<file path="src/rtl/jtframe_dwnld_sched.sv">
// Download scheduler: ioctl ROM bytes -> bank-mapped FIFO -> one SDRAM prog_we write at a time.
// Optional macro JTFRAME_DWNLD_MERGE_EN pairs even/odd bytes of one word into a single write.
module jtframe_dwnld_sched #(
   parameter logic [24:0] BA1_START = 25'h080000,
   parameter logic [24:0] BA2_START = 25'h100000,
   parameter logic [24:0] BA3_START = 25'h180000,
   parameter int unsigned FIFO_AW   = 2
)(
   input  logic        clk_sys,
   input  logic        rst,
   input  logic        downloading,
   input  logic        ioctl_rom_wr,
   input  logic [24:0] ioctl_addr,
   input  logic [7:0]  ioctl_data,
   output logic [21:0] prog_addr,
   output logic [15:0] prog_data,
   output logic [1:0]  prog_mask,
   output logic [1:0]  prog_bank,
   output logic        prog_we,
   input  logic        prog_rdy,
   output logic        dwnld_busy,
   output logic        ovf
);

   localparam int unsigned DEPTH = 1 << FIFO_AW;
   localparam int unsigned CNT_W = FIFO_AW + 1;

   typedef struct packed {
      logic [1:0]  bank;
      logic [21:0] addr;
      logic [15:0] data;
      logic [1:0]  mask;
   } entry_t;

   typedef enum logic [1:0] {IDLE, WAIT, GAP} state_t;

   state_t             state, state_nx;
   entry_t             in_e, push_e, head;
   entry_t             mem [0:DEPTH-1];
   logic [22:0]        off;
   logic [FIFO_AW-1:0] wr_ptr, rd_ptr;
   logic [CNT_W-1:0]   count;
   logic               empty, full, push, do_push, pop;
   logic               pend_empty, dl_d, dl_rise;
   logic [21:0]        addr_nx;
   logic [15:0]        data_nx;
   logic [1:0]         mask_nx, bank_nx;
   logic               we_nx;

   // only the low 23 offset bits reach the word address, so subtract on that slice
   always_comb begin
      in_e = '0;
      off  = ioctl_addr[22:0];
      if (ioctl_addr >= BA3_START) begin
         in_e.bank = 2'd3;
         off       = ioctl_addr[22:0] - BA3_START[22:0];
      end else if (ioctl_addr >= BA2_START) begin
         in_e.bank = 2'd2;
         off       = ioctl_addr[22:0] - BA2_START[22:0];
      end else if (ioctl_addr >= BA1_START) begin
         in_e.bank = 2'd1;
         off       = ioctl_addr[22:0] - BA1_START[22:0];
      end
      in_e.addr = off[22:1];
      in_e.data = {ioctl_data, ioctl_data};
      in_e.mask = off[0] ? 2'b01 : 2'b10;
   end

   assign dl_rise = downloading & ~dl_d;

`ifdef JTFRAME_DWNLD_MERGE_EN
   entry_t pend, pend_nx;
   logic   pend_v, pend_v_nx, pend_go, pend_go_nx, dl_fall;

   assign dl_fall = ~downloading & dl_d;

   // pend_go marks a held entry that must be pushed on the next cycle (odd-byte stall or late flush)
   always_comb begin
      push       = 1'b0;
      push_e     = pend;
      pend_nx    = pend;
      pend_v_nx  = pend_v;
      pend_go_nx = pend_go;
      if (pend_v && pend_go) begin
         push       = 1'b1;
         pend_v_nx  = 1'b0;
         pend_go_nx = 1'b0;
      end else if (ioctl_rom_wr) begin
         if (in_e.mask == 2'b10) begin
            push       = pend_v;
            pend_nx    = in_e;
            pend_v_nx  = 1'b1;
            pend_go_nx = 1'b0;
         end else if (pend_v && pend.bank == in_e.bank && pend.addr == in_e.addr) begin
            push        = 1'b1;
            push_e.data = {ioctl_data, pend.data[7:0]};
            push_e.mask = 2'b00;
            pend_v_nx   = 1'b0;
         end else if (pend_v) begin
            push       = 1'b1;
            pend_nx    = in_e;
            pend_go_nx = 1'b1;
         end else begin
            push   = 1'b1;
            push_e = in_e;
         end
      end else if (pend_v && dl_fall) begin
         push      = 1'b1;
         pend_v_nx = 1'b0;
      end
      if (dl_fall && pend_v_nx) pend_go_nx = 1'b1;
   end

   always_ff @(posedge clk_sys or posedge rst) begin
      if (rst) begin
         pend    <= '0;
         pend_v  <= 1'b0;
         pend_go <= 1'b0;
      end else begin
         pend    <= pend_nx;
         pend_v  <= pend_v_nx;
         pend_go <= pend_go_nx;
      end
   end

   assign pend_empty = ~pend_v;
`else
   assign push       = ioctl_rom_wr;
   assign push_e     = in_e;
   assign pend_empty = 1'b1;
`endif

   assign empty   = (count == '0);
   assign full    = (count == CNT_W'(DEPTH));
   assign do_push = push & ~full;
   assign pop     = (state == IDLE) & ~empty;
   assign head    = mem[rd_ptr];

   always_ff @(posedge clk_sys) begin
      if (do_push) mem[wr_ptr] <= push_e;
   end

   always_ff @(posedge clk_sys or posedge rst) begin
      if (rst) begin
         wr_ptr <= '0;
         rd_ptr <= '0;
         count  <= '0;
      end else begin
         if (do_push) wr_ptr <= wr_ptr + FIFO_AW'(1);
         if (pop)     rd_ptr <= rd_ptr + FIFO_AW'(1);
         case ({do_push, pop})
            2'b10:   count <= count + CNT_W'(1);
            2'b01:   count <= count - CNT_W'(1);
            default: count <= count;
         endcase
      end
   end

   always_comb begin
      state_nx = state;
      addr_nx  = prog_addr;
      data_nx  = prog_data;
      mask_nx  = prog_mask;
      bank_nx  = prog_bank;
      we_nx    = prog_we;
      case (state)
         IDLE: if (!empty) begin
            state_nx = WAIT;
            addr_nx  = head.addr;
            data_nx  = head.data;
            mask_nx  = head.mask;
            bank_nx  = head.bank;
            we_nx    = 1'b1;
         end
         WAIT: if (prog_rdy) begin
            state_nx = GAP;
            we_nx    = 1'b0;
            mask_nx  = 2'b11;
         end
         GAP:     state_nx = IDLE;
         default: state_nx = IDLE;
      endcase
   end

   always_ff @(posedge clk_sys or posedge rst) begin
      if (rst) begin
         state     <= IDLE;
         prog_addr <= '0;
         prog_data <= '0;
         prog_mask <= '1;
         prog_bank <= '0;
         prog_we   <= 1'b0;
      end else begin
         state     <= state_nx;
         prog_addr <= addr_nx;
         prog_data <= data_nx;
         prog_mask <= mask_nx;
         prog_bank <= bank_nx;
         prog_we   <= we_nx;
      end
   end

   always_ff @(posedge clk_sys or posedge rst) begin
      if (rst) begin
         dl_d       <= 1'b0;
         dwnld_busy <= 1'b0;
         ovf        <= 1'b0;
      end else begin
         dl_d <= downloading;
         if (dl_rise)
            dwnld_busy <= 1'b1;
         else if (!downloading && empty && state == IDLE && pend_empty)
            dwnld_busy <= 1'b0;
         if (dl_rise)      ovf <= 1'b0;
         if (push && full) ovf <= 1'b1;
      end
   end

endmodule

</file>
<file path="config.mk">
export PLATFORM = sky130hd
export DESIGN_NAME = jtframe_dwnld_sched
export DESIGN_NICKNAME = d
export VERILOG_FILES = /design/src/rtl/jtframe_dwnld_sched.sv
export SDC_FILE = /design/constraint.sdc
export NUM_CORES = 1
export LEC_CHECK = 0
export CORE_MARGIN = 10
export CORE_UTILIZATION = 25
export DETAILED_ROUTE_END_ITERATION = 12
export PLACE_DENSITY_LB_ADDON = 0.1
export SLEW_MARGIN = 20
export SYNTH_ARGS = -nofsm -noshare
export SYNTH_HDL_FRONTEND = slang
export SYNTH_SLANG_ARGS = --single-unit
</file>
<file path="constraint.sdc">
create_clock -name clk_sys -period 2.3 [get_ports clk_sys]
set_input_delay 0.46 -clock clk_sys [delete_from_list [all_inputs] [get_ports clk_sys]]
set_output_delay 0.46 -clock clk_sys [all_outputs]
set_load 0.01 [all_outputs]
</file>
## Word-level counts from Yosys, hierarchy flattened

Memory sizes are Yosys's and may differ from the RTL's.
Index checks and enable logic that the tools add are counted.

| storage, ports and cells | value |
|---|---|
| register bits after elaboration | 55 |
| latch bits | 0 |
| memory bits (writable) | 168 |
| ROM bits | 0 |
| input bits | 38 |
| output and inout bits | 45 |
| memories kept | 1 |

Memory list:

| memory | depth | width | rd ports | clocked after memory_dff | write ports | line | RTL |
|---|---|---|---|---|---|---|---|
| mem | 4 | 42 | 1 | 0 | 1 | 39 | `entry_t mem [0:DEPTH-1];` |

| cells by class | value |
|---|---|
| $add $sub $neg | 7 |
| multiply operators | 0 |
| divide/modulo/power cells | 0 |
| magnitude comparators | 3 |
| eq/ne operators | 6 |
| shifts and indexed selects | 0 |
| muxes and demuxes | 23 |
| bitwise operators | 6 |
| reductions and logical operators | 13 |

Operators by type and width:

| kind | count |
|---|---|
| $mux W23 | 3 |
| $ge A25 B21 Y1 const B | 2 |
| $sub A23 B21 Y23 const B | 2 |
| $ge A25 B20 Y1 const B | 1 |
| $sub A23 B20 Y23 const B | 1 |
| $mux W2 | 7 |
| $mux W1 | 9 |
| $pmux W2 S2 | 2 |
| $reduce_bool A2 Y1 | 4 |
| $pmux W3 S2 | 1 |
| $add A2 B1 Y2 const B | 2 |
| $eq A2 B1 Y1 const B | 2 |
| $ne A2 B2 Y1 const B | 2 |
| $reduce_and A2 Y1 | 2 |
| $add A3 B1 Y3 const B | 1 |
| $and A1 B1 Y1 | 3 |
| $eq A3 B3 Y1 const B | 1 |
| $logic_and A1 B1 Y1 | 3 |
| $logic_not A3 Y1 | 1 |
| $not A1 Y1 | 3 |
| $reduce_and A3 Y1 | 1 |
| $sub A3 B1 Y3 const B | 1 |
| $eq A2 B2 Y1 const B | 1 |
| $logic_not A2 Y1 | 1 |
| other kinds (2) | 2 |

## Longest topological paths before layout

| logic depth | value |
|---|---|
| depth after elaboration | 5 |
| depth in mapped cells | 10 |
| gate-level depth less buffers | 9 |

## Worst setup path before layout

Ideal clock, no wire load.

| timing | value |
|---|---|
| kind | in2reg |
| start | in ioctl_rom_wr |
| end | mem mem[0][0] (netlist name), enable pin |
| arrival time | 1.719 ns |
| slack | 0.186 ns |
| stages | 2 |
| path through | a21boi_1 and2_1 |

| between the ends | value |
|---|---|
| longest elaborated chain between the ends | 3 |

RTL lines:

| element | line | RTL |
|---|---|---|
| from (decl) | 12 | `input logic ioctl_rom_wr,` |
| $and A1 B1 Y1 | 135 | `assign do_push = push & ~full;` |
| $mux W1 | 140 | `if (do_push) mem[wr_ptr] <= push_e;` |
| $mux W1 (not written as such) | 140 |  |
| to (decl) | 39 |  |

No other way between the ends.

==> reports/summary.txt <==
status: finished clean
Synth Area in Compound Gates: 2.40%
clock tree root buffer cell: clkbuf_16
proportion of layout cells with a drive suffix above 1: 33.1%
final hold violations: 0
DR WL/cell: 17.6 um
Area Overhead vs Synth: 33.5%
Clock transition at path regs: 0.07 ns
Placer Congestion: 0.716
Max Cap Viol: 0
Worst Skew: 0.0128 ns
Worst Path Arrival: 2.32 ns
post-synthesis simple-gate area fraction: 3.09%
main combinational cell family by area after synthesis: multiplexers
count of final max-slew check failures: 0
DRT met1 WL: 6850 um
GR Overflow Total: 0
number of flops mapped to enable cells by yosys: 136
CTS Buffer Depth: 2
critical path required time: 2.45 ns
register area share after synthesis: 73.1%
first drt pass iteration count: 4
port bufs: 82
die height: 190 um
CP cell instances: clkdlybuf4s50_1 -> or4_4 -> or2_4 -> a31oi_1 -> buf_4 -> nand3_1
Syn Std Cell Area: 7200 um2
Total Nets Final: 564
I/O pins: 83
Num CTS Buffers: 17
All-Layer GR Usage: 9.31%
Met3 Wirelength: 818 um
initial antenna violation count: 0
H-tree depth: 4
fin crit share: 94.2%
die width: 190 um
Post-synth ARST share: 25.7%
crit path capture type: flop
total power: 11.9 mW
pwr/cell area: 1240 nW/um2
Min-Delay Path Class: in2async
clk_lat worst skew: 0.43 ns
clk sinks: 183
row cnt: 62
Critical Path Fanout Max: 4
worst reg-to-reg setup slack: 0.36 ns
vias in the first global route: 4209
Total Routed Length: 16000 um
CP max-delay cell: or4_4
peak supply drop: 0.526 mV
DRC viols: 0
core area: 28500 um2
Hold WS: 0.400 ns
Starting DRT DRC Count: 204
pin count of the biggest net entering global routing: 48
Syn Nets: 426
Met2 Wirelength: 8140 um
# hold bufs at CTS: 0
leakage power: 3.42 nW
Vias: 3774
setup TNS: 0 ns
Synth Flop Type: edfxtp_1
fmax: 462 MHz
worst rel slew slack: 72.1%
Top Metal Used: met4
post-synthesis mux area share: 15.6%
DP Cell Count: 878
Max stage delay on crit path: 0.54 ns
first-pass GRT wire length: 25200 um
warnings from Yosys: 0
CTS tree: built
diodes inserted: 0
Syn Area/Cell: 19.2 um2
final setup vio count: 0
Yosys reg bits: 183
die area: 36000 um2
Setup crit start kind: input pin
Final HPWL DP: 10800 um
Initial Utilization: 25.2%
post-synthesis adder-cell area fraction: 2.36%
critical path class: in2reg
actual slew at the worst max-slew pin: 0.416 ns
Core Util, Final: 33.7%
post-route ant nets: 0
post-synthesis xor/xnor area fraction: 1.09%
Syn Inst Count: 375
final cell count without fillers: 910
vias per std cell: 4.15
post-layout minimum cycle time: 2.17 ns
Synth cell types: 41
-- power by group --
| group | switching (mW) | internal, mW |
|---|---|---|
| Combinational | 1.74 | 2.33 |
| Sequential | 0.458 | 4.52 |
| Clock | 1.41 | 1.47 |
| Total | 3.60 | 8.32 |
-- Yosys cell counts (all sizes together) (2+ instances only) --
library cell	count	area (um2)
a21oi	7	35.0
nand3	4	20.0
mux4	34	766
nor4	4	25.0
xnor2	6	52.6
and2	5	31.3
a31oi	2	12.5
xor2	3	26.3
clkbuf	5	18.8
o31ai	3	22.5
o21ai	5	25.0
edfxtp	136	4080
mux2	32	360
dfstp	2	52.6
nor2	10	37.5
nand2	10	37.5
ha	12	150
inv	15	56.3
buf	15	93.8
nor3	2	10.0
dfrtp	45	1130
and3	2	13.8
-- flip-flops by register name (all words and copies together), names as in the netlist, 2 cells and up --
| register | cells |
|---|---|
| wr_ptr | 2 |
| state | 2 |
| prog_bank | 2 |
| prog_data | 8 |
| prog_addr | 22 |
| mem | 136 |
| count | 3 |
| rd_ptr | 2 |
| prog_mask | 2 |
-- area by class of cell --
type,instances,area (um2)
clock buffer,17,425
inverter,15,56.3
sequential,183,5270
clock inverter,15,171
tap,384,480
timing repair buffer,139,1400
multi-input combinational,157,1820
fill,2784,18900
-- stage by stage --
step	setup slack (ns)	cell area (um2)
final	0.134	9620
after CTS	0.0767	9580
after floorplan	0.186	7200
after detailed placement	-0.448	8980
after global placement	-0.375	8980
after global routing	-0.00920	9620
-- timing repair --
| action | 4_1_cts | 5_1_grt |
|---|---|---|
| setup buffers | 0 | 0 |
| gates resized for setup | 1 | 6 |
| setup endpoints to repair | 2 | 12 |
-- cells in the final DEF (no fill, tap or decap), types with 2 or more instances in the layout --
| master | synthesis | routed |
|---|---|---|
| inv_6 | 0 | 2 |
| ha_1 | 12 | 12 |
| xnor2_1 | 6 | 6 |
| a21oi_2 | 0 | 2 |
| nand3_1 | 4 | 4 |
| clkbuf_16 | 0 | 17 |
| xor2_1 | 3 | 3 |
| nor2_1 | 10 | 10 |
| buf_4 | 8 | 45 |
| o31ai_1 | 3 | 3 |
| clkdlybuf4s50_1 | 0 | 82 |
| dfrtp_1 | 45 | 43 |
| o21ai_0 | 5 | 5 |
| and2_2 | 0 | 4 |
| inv_1 | 15 | 14 |
| nand2_1 | 10 | 9 |
| mux2_2 | 32 | 32 |
| mux4_2 | 34 | 34 |
| clkinv_8 | 0 | 3 |
| inv_8 | 0 | 6 |
| nor4_1 | 4 | 2 |
| a21oi_1 | 7 | 5 |
| nor3_1 | 2 | 2 |
| dfstp_2 | 2 | 2 |
| dfrtp_2 | 0 | 2 |
| edfxtp_1 | 136 | 136 |
| buf_12 | 0 | 12 |
-- logic make-up (layout without fill, tap and decap cells) --
kind of cell,Yosys count,in the layout
AO/OA/AOI/OAI,26,26
XOR/XNOR,9,9
adder cells (fa/ha/maj),13,13
buffers and inverters,35,186
flip-flops,183,183
multiplexers,66,66
AND/OR/NAND/NOR,43,43
-- metal layers --
layer | GRT usage [%] | vias up
met1 | 10.9 | 1957
met3 | 2.76 | 14
met5 | 0 | -
li1 | - | 1732
met4 | 3.57 | 0
met2 | 15.8 | 71
-- worst max-delay path, delay by kind of cell --
family                 cells  cell delay [ns]
AOI/OAI and AO/OA          1             0.34
and+or+nand+nor            3             0.91
buffers and inverters      2             0.60
-- final timing paths --
kind,startpoint,to,depth (start not counted)
setup reg to reg,count[1]$_DFFE_PP0P_,count[1]$_DFFE_PP0P_,7
hold / removal,rst,ovf$_DFFE_PP0P_,3
max in group asynchronous,rst,prog_mask[1]$_DFFE_PP1P_,3
hold reg to reg,state[1]$_DFFE_PP0P_,state[0]$_DFFE_PP0P_,1
min in group clk_sys,state[1]$_DFFE_PP0P_,state[0]$_DFFE_PP0P_,1
setup / recovery,ioctl_addr[22],mem[3][41]$_DFFE_PP_,6
No activity file was read; power rests on OpenSTA's default activity.
